File: config.mk
export PLATFORM = sky130hd
export DESIGN_NAME = gp_reg_file
export DESIGN_NICKNAME = d
export VERILOG_FILES = /design/src/rtl/gp_reg_file_pkg.sv /design/src/rtl/gp_reg_file_scoreboard.sv /design/src/rtl/gp_reg_file.sv
export SDC_FILE = /design/constraint.sdc
export NUM_CORES = 1
export LEC_CHECK = 0
export ABC_AREA = 1
export BUFFER_PORTS_ARGS = -buffer_cell sky130_fd_sc_hd__buf_4
export CORE_ASPECT_RATIO = 1.25
export CORE_MARGIN = 2
export CORE_UTILIZATION = 45
export CTS_CLUSTER_DIAMETER = 30
export DETAILED_ROUTE_END_ITERATION = 16
export GPL_ROUTABILITY_DRIVEN = 0
export PLACE_DENSITY = 0.67
export SYNTH_ARGS = -nofsm -noshare
export SYNTH_HDL_FRONTEND = slang
export SYNTH_SLANG_ARGS = --single-unit
File: constraint.sdc
create_clock -name clk -period 48.6 [get_ports clk]
set_input_delay 9.72 -clock clk [delete_from_list [all_inputs] [get_ports clk]]
set_output_delay 9.72 -clock clk [all_outputs]
set_load 0.005 [all_outputs]
File: src/rtl/gp_reg_file_pkg.sv
// -----------------------------------------------------------------------------
// gp_reg_file_pkg
//   Shared constants and types for the general-purpose register file.
//   DEFAULT_WIDTH / DEFAULT_DEPTH : default register width and count
//   reg_idx_t                     : register index at the default depth
//   R0_IDX                        : index of register 0 (base-address register)
//   idx_width()                   : index width for a given depth (min 1 bit)
// -----------------------------------------------------------------------------
package gp_reg_file_pkg;

  localparam int DEFAULT_WIDTH = 32;
  localparam int DEFAULT_DEPTH = 16;
  localparam int R0_IDX        = 0;

  function automatic int idx_width(input int depth);
    return (depth > 1) ? $clog2(depth) : 1;
  endfunction

  typedef logic [idx_width(DEFAULT_DEPTH)-1:0] reg_idx_t;

endpackage

File: src/rtl/gp_reg_file_scoreboard.sv
// -----------------------------------------------------------------------------
// gp_reg_file_scoreboard
//   Pending-bit bitmap: one bit per register, set when an instruction that
//   targets the register issues, cleared when the register is written back.
//   An issue and a write-back to the same register on one edge leave the bit
//   set, because the newly issued instruction still owes a result.
//   Ports:
//     clk, clr              : clock, async active-high reset
//     set_en / set_idx      : issue (already range-qualified by the caller)
//     clear_en / clear_idx  : write-back (already range-qualified)
//     rd_idx_x / rd_ok_x    : read index and its in-range flag, x = a, b
//     busy_a / busy_b       : registered pending flag after this edge's update
// -----------------------------------------------------------------------------
module gp_reg_file_scoreboard #(
  parameter int DEPTH = 16,
  parameter int AW    = 4
) (
  input  logic          clk,
  input  logic          clr,
  input  logic          set_en,
  input  logic [AW-1:0] set_idx,
  input  logic          clear_en,
  input  logic [AW-1:0] clear_idx,
  input  logic [AW-1:0] rd_idx_a,
  input  logic          rd_ok_a,
  input  logic [AW-1:0] rd_idx_b,
  input  logic          rd_ok_b,
  output logic          busy_a,
  output logic          busy_b
);

  logic [DEPTH-1:0] pend_q, pend_d;
  logic             busy_a_q, busy_a_d;
  logic             busy_b_q, busy_b_d;

  always_comb begin
    // NOTE: every combinational output gets a default before any branch so
    // no path leaves it unassigned, which would otherwise infer a latch.
    pend_d = pend_q;
    if (clear_en) pend_d[clear_idx] = 1'b0;
    // Set is applied after clear so the issue wins on a same-index collision.
    if (set_en)   pend_d[set_idx]   = 1'b1;
    // Busy reports the bitmap as it will stand after this edge.
    busy_a_d = rd_ok_a & pend_d[rd_idx_a];
    busy_b_d = rd_ok_b & pend_d[rd_idx_b];
  end

  always_ff @(posedge clk or posedge clr) begin
    if (clr) begin
      pend_q   <= '0;
      busy_a_q <= 1'b0;
      busy_b_q <= 1'b0;
    end else begin
      pend_q   <= pend_d;
      busy_a_q <= busy_a_d;
      busy_b_q <= busy_b_d;
    end
  end

  assign busy_a = busy_a_q;
  assign busy_b = busy_b_q;

endmodule

File: src/rtl/gp_reg_file.sv
// -----------------------------------------------------------------------------
// gp_reg_file
//   Two-read, one-write register file with registered read ports and a
//   per-register pending (scoreboard) flag.
//   Parameters: WIDTH (bits/register), DEPTH (register count; index width is
//   derived internally and need not be a power of two).
//   Ports:
//     clk, clr                 : clock, async active-high reset
//     wr_en/wr_addr/wr_data    : write port (also clears the pending bit)
//     rd_addr_a, rd_addr_b     : read indices, sampled every edge
//     BAout                    : base-address mode, reads of register 0 give 0
//     iss_en/iss_addr          : mark a register pending
//     rd_data_a/b, busy_a/b    : registered read data and pending flags
//   Indices >= DEPTH: writes/issues ignored, reads return 0 and not busy.
//   Build option GP_REG_FILE_BYPASS_EN: a read of the register being written
//   on the same edge returns the new data (write-first); otherwise the old
//   data is returned (read-first).
// -----------------------------------------------------------------------------
module gp_reg_file
  import gp_reg_file_pkg::*;
#(
  parameter int WIDTH = DEFAULT_WIDTH,
  parameter int DEPTH = DEFAULT_DEPTH
) (
  input  logic                        clk,
  input  logic                        clr,
  input  logic                        wr_en,
  input  logic [idx_width(DEPTH)-1:0] wr_addr,
  input  logic [WIDTH-1:0]            wr_data,
  input  logic [idx_width(DEPTH)-1:0] rd_addr_a,
  input  logic [idx_width(DEPTH)-1:0] rd_addr_b,
  input  logic                        BAout,
  input  logic                        iss_en,
  input  logic [idx_width(DEPTH)-1:0] iss_addr,
  output logic [WIDTH-1:0]            rd_data_a,
  output logic [WIDTH-1:0]            rd_data_b,
  output logic                        busy_a,
  output logic                        busy_b
);

  localparam int            AW        = idx_width(DEPTH);
  localparam logic [AW:0]   DEPTH_LIM = (AW+1)'(DEPTH);
  localparam logic [AW-1:0] R0        = AW'(R0_IDX);

`ifdef GP_REG_FILE_BYPASS_EN
  localparam bit BYPASS = 1'b1;
`else
  localparam bit BYPASS = 1'b0;
`endif

  logic [WIDTH-1:0] mem_q [DEPTH];
  logic [WIDTH-1:0] mem_d [DEPTH];
  logic [WIDTH-1:0] rd_data_a_q, rd_data_a_d;
  logic [WIDTH-1:0] rd_data_b_q, rd_data_b_d;

  logic wr_ok, iss_ok, rd_ok_a, rd_ok_b;

  // Zero-extend by one bit so the limit compare stays meaningful when DEPTH
  // is an exact power of two.
  assign wr_ok   = wr_en  & ({1'b0, wr_addr}   < DEPTH_LIM);
  assign iss_ok  = iss_en & ({1'b0, iss_addr}  < DEPTH_LIM);
  assign rd_ok_a =          ({1'b0, rd_addr_a} < DEPTH_LIM);
  assign rd_ok_b =          ({1'b0, rd_addr_b} < DEPTH_LIM);

  always_comb begin
    mem_d = mem_q;
    if (wr_ok) mem_d[wr_addr] = wr_data;

    rd_data_a_d = '0;
    if (rd_ok_a && !(BAout && rd_addr_a == R0)) begin
      rd_data_a_d = (BYPASS && wr_ok && wr_addr == rd_addr_a) ? wr_data
                                                                : mem_q[rd_addr_a];
    end

    rd_data_b_d = '0;
    if (rd_ok_b && !(BAout && rd_addr_b == R0)) begin
      rd_data_b_d = (BYPASS && wr_ok && wr_addr == rd_addr_b) ? wr_data
                                                                : mem_q[rd_addr_b];
    end
  end

  // NOTE: the storage array sits on the async reset on purpose: every
  // register must read as zero while clr is held, so it cannot be left to a
  // reset-less RAM macro.
  always_ff @(posedge clk or posedge clr) begin
    if (clr) begin
      for (int i = 0; i < DEPTH; i++) mem_q[i] <= '0;
      rd_data_a_q <= '0;
      rd_data_b_q <= '0;
    end else begin
      mem_q       <= mem_d;
      rd_data_a_q <= rd_data_a_d;
      rd_data_b_q <= rd_data_b_d;
    end
  end

  assign rd_data_a = rd_data_a_q;
  assign rd_data_b = rd_data_b_q;

  gp_reg_file_scoreboard #(
    .DEPTH (DEPTH),
    .AW    (AW)
  ) u_scoreboard (
    .clk       (clk),
    .clr       (clr),
    .set_en    (iss_ok),
    .set_idx   (iss_addr),
    .clear_en  (wr_ok),
    .clear_idx (wr_addr),
    .rd_idx_a  (rd_addr_a),
    .rd_ok_a   (rd_ok_a),
    .rd_idx_b  (rd_addr_b),
    .rd_ok_b   (rd_ok_b),
    .busy_a    (busy_a),
    .busy_b    (busy_b)
  );

endmodule

==> results by group <==
CTS
  – Maximum clock path buffer count: 3
  – Hold_buf cts: 0
  – Reg clk slew, reported paths: 50 ps
  – Worst skew pair latency: 660 ps
  – CTS sink cnt: between 500 and 600
  – CTS H-tree depth: 3
  – TritonCTS clock tree: done
  – Resized cells post-CTS: 0
  – Number of buffers created by CTS: about 120
  – Post-CTS setup buffers: 0
  – Root Driver: clkbuf_16

Critical path
  – CP required: 49150 ps
  – Worst path max stage delay: 570 ps
  – Crit-path max FO: 80
  – Critical setup path kind: in -> reg
  – CP dominant cell by count: buf_4
  – Worst r2r dst: rd_data_b[11]
  – CP endpoint kind: flop
  – Slowest CP cell: buf_4
  – CP startpoint kind: input pin
  – CP Data Arrival Time: 12960 ps
  – Reg2reg setup slack: between 40000 and 50000 ps
  – Reg2Reg Depth: 4
  – RR Startpoint: mem_q[427]
  – Crit-path cells: buf_4 -> buf_4 -> buf_4 -> inv_4 -> buf_4 -> a21oi_1 -> o21ai_0 -> nand4_1 -> nand3_1 -> a31oi_1

Floorplan
  – Initial Util: 45.5%
  – Core area: 65600 µm²
  – Die area: 68400 µm²
  – I/O pins: 119
  – DIE WIDTH: 234 µm
  – Rows: 105
  – Die H: between 200 and 300 µm

Logic synthesis
  – Yosys warnings: 0
  – Cell with the most instances after synthesis: o21ai_0
  – Yosys reg bits: between 500 and 600
  – Mean Syn Cell Area: 7.85 µm²
  – Post-synthesis sequential area ratio: 49.8%
  – Dominant cell type by area after synthesis: dfrtp_1
  – Synth unique cells: 25
  – Synth top area cells: dfrtp_1 (50%), o21ai_0 (16%), nand2_1 (9.8%)
  – Post-Syn Area: 29800 µm²
  – Syn Inst Count: around 3800
  – EDFF count, synth: 0
  – Synth Flop Type: dfrtp_1
  – Share of the synthesized area in the top cell type: about 50%
  – Post-synth ARST share: 100%
  – Post-synth top cells: o21ai_0 (950), nand2_1 (777), dfrtp_1 (594)
  – Mapped Nets: 3855

STA
  – Fmax: 0.0806 GHz
  – Slew at the pin with the worst max-slew slack: ~1400 ps
  – Fin. Hold Viols: 0
  – Clock Skew: 20.7 ps
  – Final worst path period share: 25.5%
  – Final hold slack: approximately 480 ps
  – Pins over their slew limit: 0
  – Unrepaired setup endpoints after global routing: false
  – Final setup viols: 0
  – Worst rel slew slack: around 8%
  – Minimum clock period: between 10000 and 15000 ps
  – Post-route setup TNS: 0 ps

GRT
  – Global-route usage over all layers: 30.0%
  – Initial antenna violation count: 0
  – Vias in the first global route: ~27000
  – Grt ovf: 0
  – First-pass GRT wire length: 157000 µm
  – Largest net degree at the start of global routing: 156

Job
  – Max cap viols: 0

Cells and area
  – Area of the multi-input gates: 12500 µm²
  – Fill cells: 6102
  – Final core occ: 53.2%
  – Layout cells sized above 1: 10.8%
  – Number of diodes: 0
  – Nets@finish: 3792
  – P&R area growth vs syn: 16.9%
  – FF+latch area: 14900 µm²

Route
  – Via-to-Cell Ratio: slightly below 6
  – Via count: ~28000
  – DRT iter0 DRCs: 2699
  – Residual DRC: 0
  – Post-DRT Antenna Nets: 0
  – WL final: around 100000 µm
  – WL per Instance: 21.7 µm
  – Drt first pass iters: 6

Worst hold path
  – Worst Hold Class: reg -> reg
  – Hold Path Depth: 2
  – Worst hold endpoint: mem_q[459]
  – Worst hold path startpoint: mem_q[459]

Status
  – Outcome: completed

Placement
  – Dpl hpwl: approximately 52000 µm
  – # port buffers: 118

Pwr
  – Power Total: 1740 µW
  – Pleak: ~0.016 µW
  – PwrDens: 50.0 nW/µm²
  – Peak supply drop: about 28 µV
[cell type report]
cell class | count | area share, %
flip-flops and latches | 594 | 42.6
repair buffers | 161 | 3.56
clock buffers | 145 | 9.19
multi-input cells | 2588 | 35.8
well taps | 856 | 3.07
clock inverters | 67 | 2.66
inverters | 278 | 3.06
[registers in the layout, summed over array words and instances, names as in the netlist]
register,cells
mem_q,512
rd_data_a,32
rd_data_b,32
u_scoreboard.pend_q,16
u_scoreboard.busy_a,1
u_scoreboard.busy_b,1
[critical path: cells and delay by family]
kind | cells | cell delay, ps
buffers and inverters | 5 | 2410
AO/OA/AOI/OAI | 3 | 540
AND/OR/NAND/NOR | 2 | 210
[worst max-delay path by stage]
stage | from | end | slack, ps | depth (start not counted)
3_5_place_dp | clr | mem_q[271] | 35580 | 5
3_3_place_gp | clr | mem_q[271] | 35580 | 5
4_1_cts | clr | mem_q[335] | 36260 | 5
2_1_floorplan | clr | mem_q[0] | 22260 | 1
6_report | rd_addr_b[0] | rd_data_b[12] | 36190 | 10
5_1_grt | clr | mem_q[463] | 35850 | 5
[metrics by stage]
step / instances / instance area [µm²] / setup WS (ps)
after floorplan: 3802 / 29800 / 22260
after global placement: 4477 / 30700 / 35580
after detailed placement: 4477 / 30700 / 35580
after CTS: 4689 / 34900 / 36260
after global routing: 4689 / 34900 / 35850
final: 4689 / 34900 / 36190
[layout by cell type (no fill, tap or decap), types with 7 or more instances in the layout]
cell | netlist | routed
nand2_1 | 777 | 774
clkinv_2 | 0 | 8
dfrtp_1 | 594 | 594
nand3_2 | 0 | 11
o211ai_2 | 21 | 21
nand3_1 | 222 | 210
clkbuf_8 | 0 | 15
o21ai_1 | 66 | 65
inv_1 | 273 | 269
nor2_1 | 55 | 54
bufinv_16 | 0 | 18
clkbuf_16 | 0 | 118
o21ai_0 | 950 | 950
inv_6 | 0 | 7
a31oi_1 | 32 | 32
clkinv_4 | 1 | 18
nand4_1 | 38 | 38
clkinvlp_4 | 0 | 17
o211ai_1 | 80 | 80
a21oi_1 | 338 | 338
clkbuf_1 | 182 | 12
buf_4 | 11 | 158
[power breakdown]
group / switching, µW / internal (µW) / leakage [µW] / total [µW]
Sequential: 64.8 / 595 / 0.00749 / 660
Clock: 276 / 562 / 0.00197 / 838
Combinational: 156 / 90.7 / 0.00620 / 246
[cell families (layout without fill, tap and decap cells)]
kind of cell	after synthesis	in the layout	share of synthesized area (%)
AND/OR/NAND/NOR	1097	1097	15.2
AO/OA/AOI/OAI	1491	1491	26.4
flip-flops	594	594	49.8
buffers and inverters	620	651	8.65
[layer usage]
layer | GRT usage [%] | wire length (µm) | up-vias
met2 | 49.1 | 48100 | 1344
met1 | 38.4 | 40000 | 13100
met3 | 4.84 | 8670 | 291
li1 | - | - | 12800
met4 | 14.9 | 4790 | 0
met5 | 0 | 0 | -
Power figures use the tool's default switching activity.
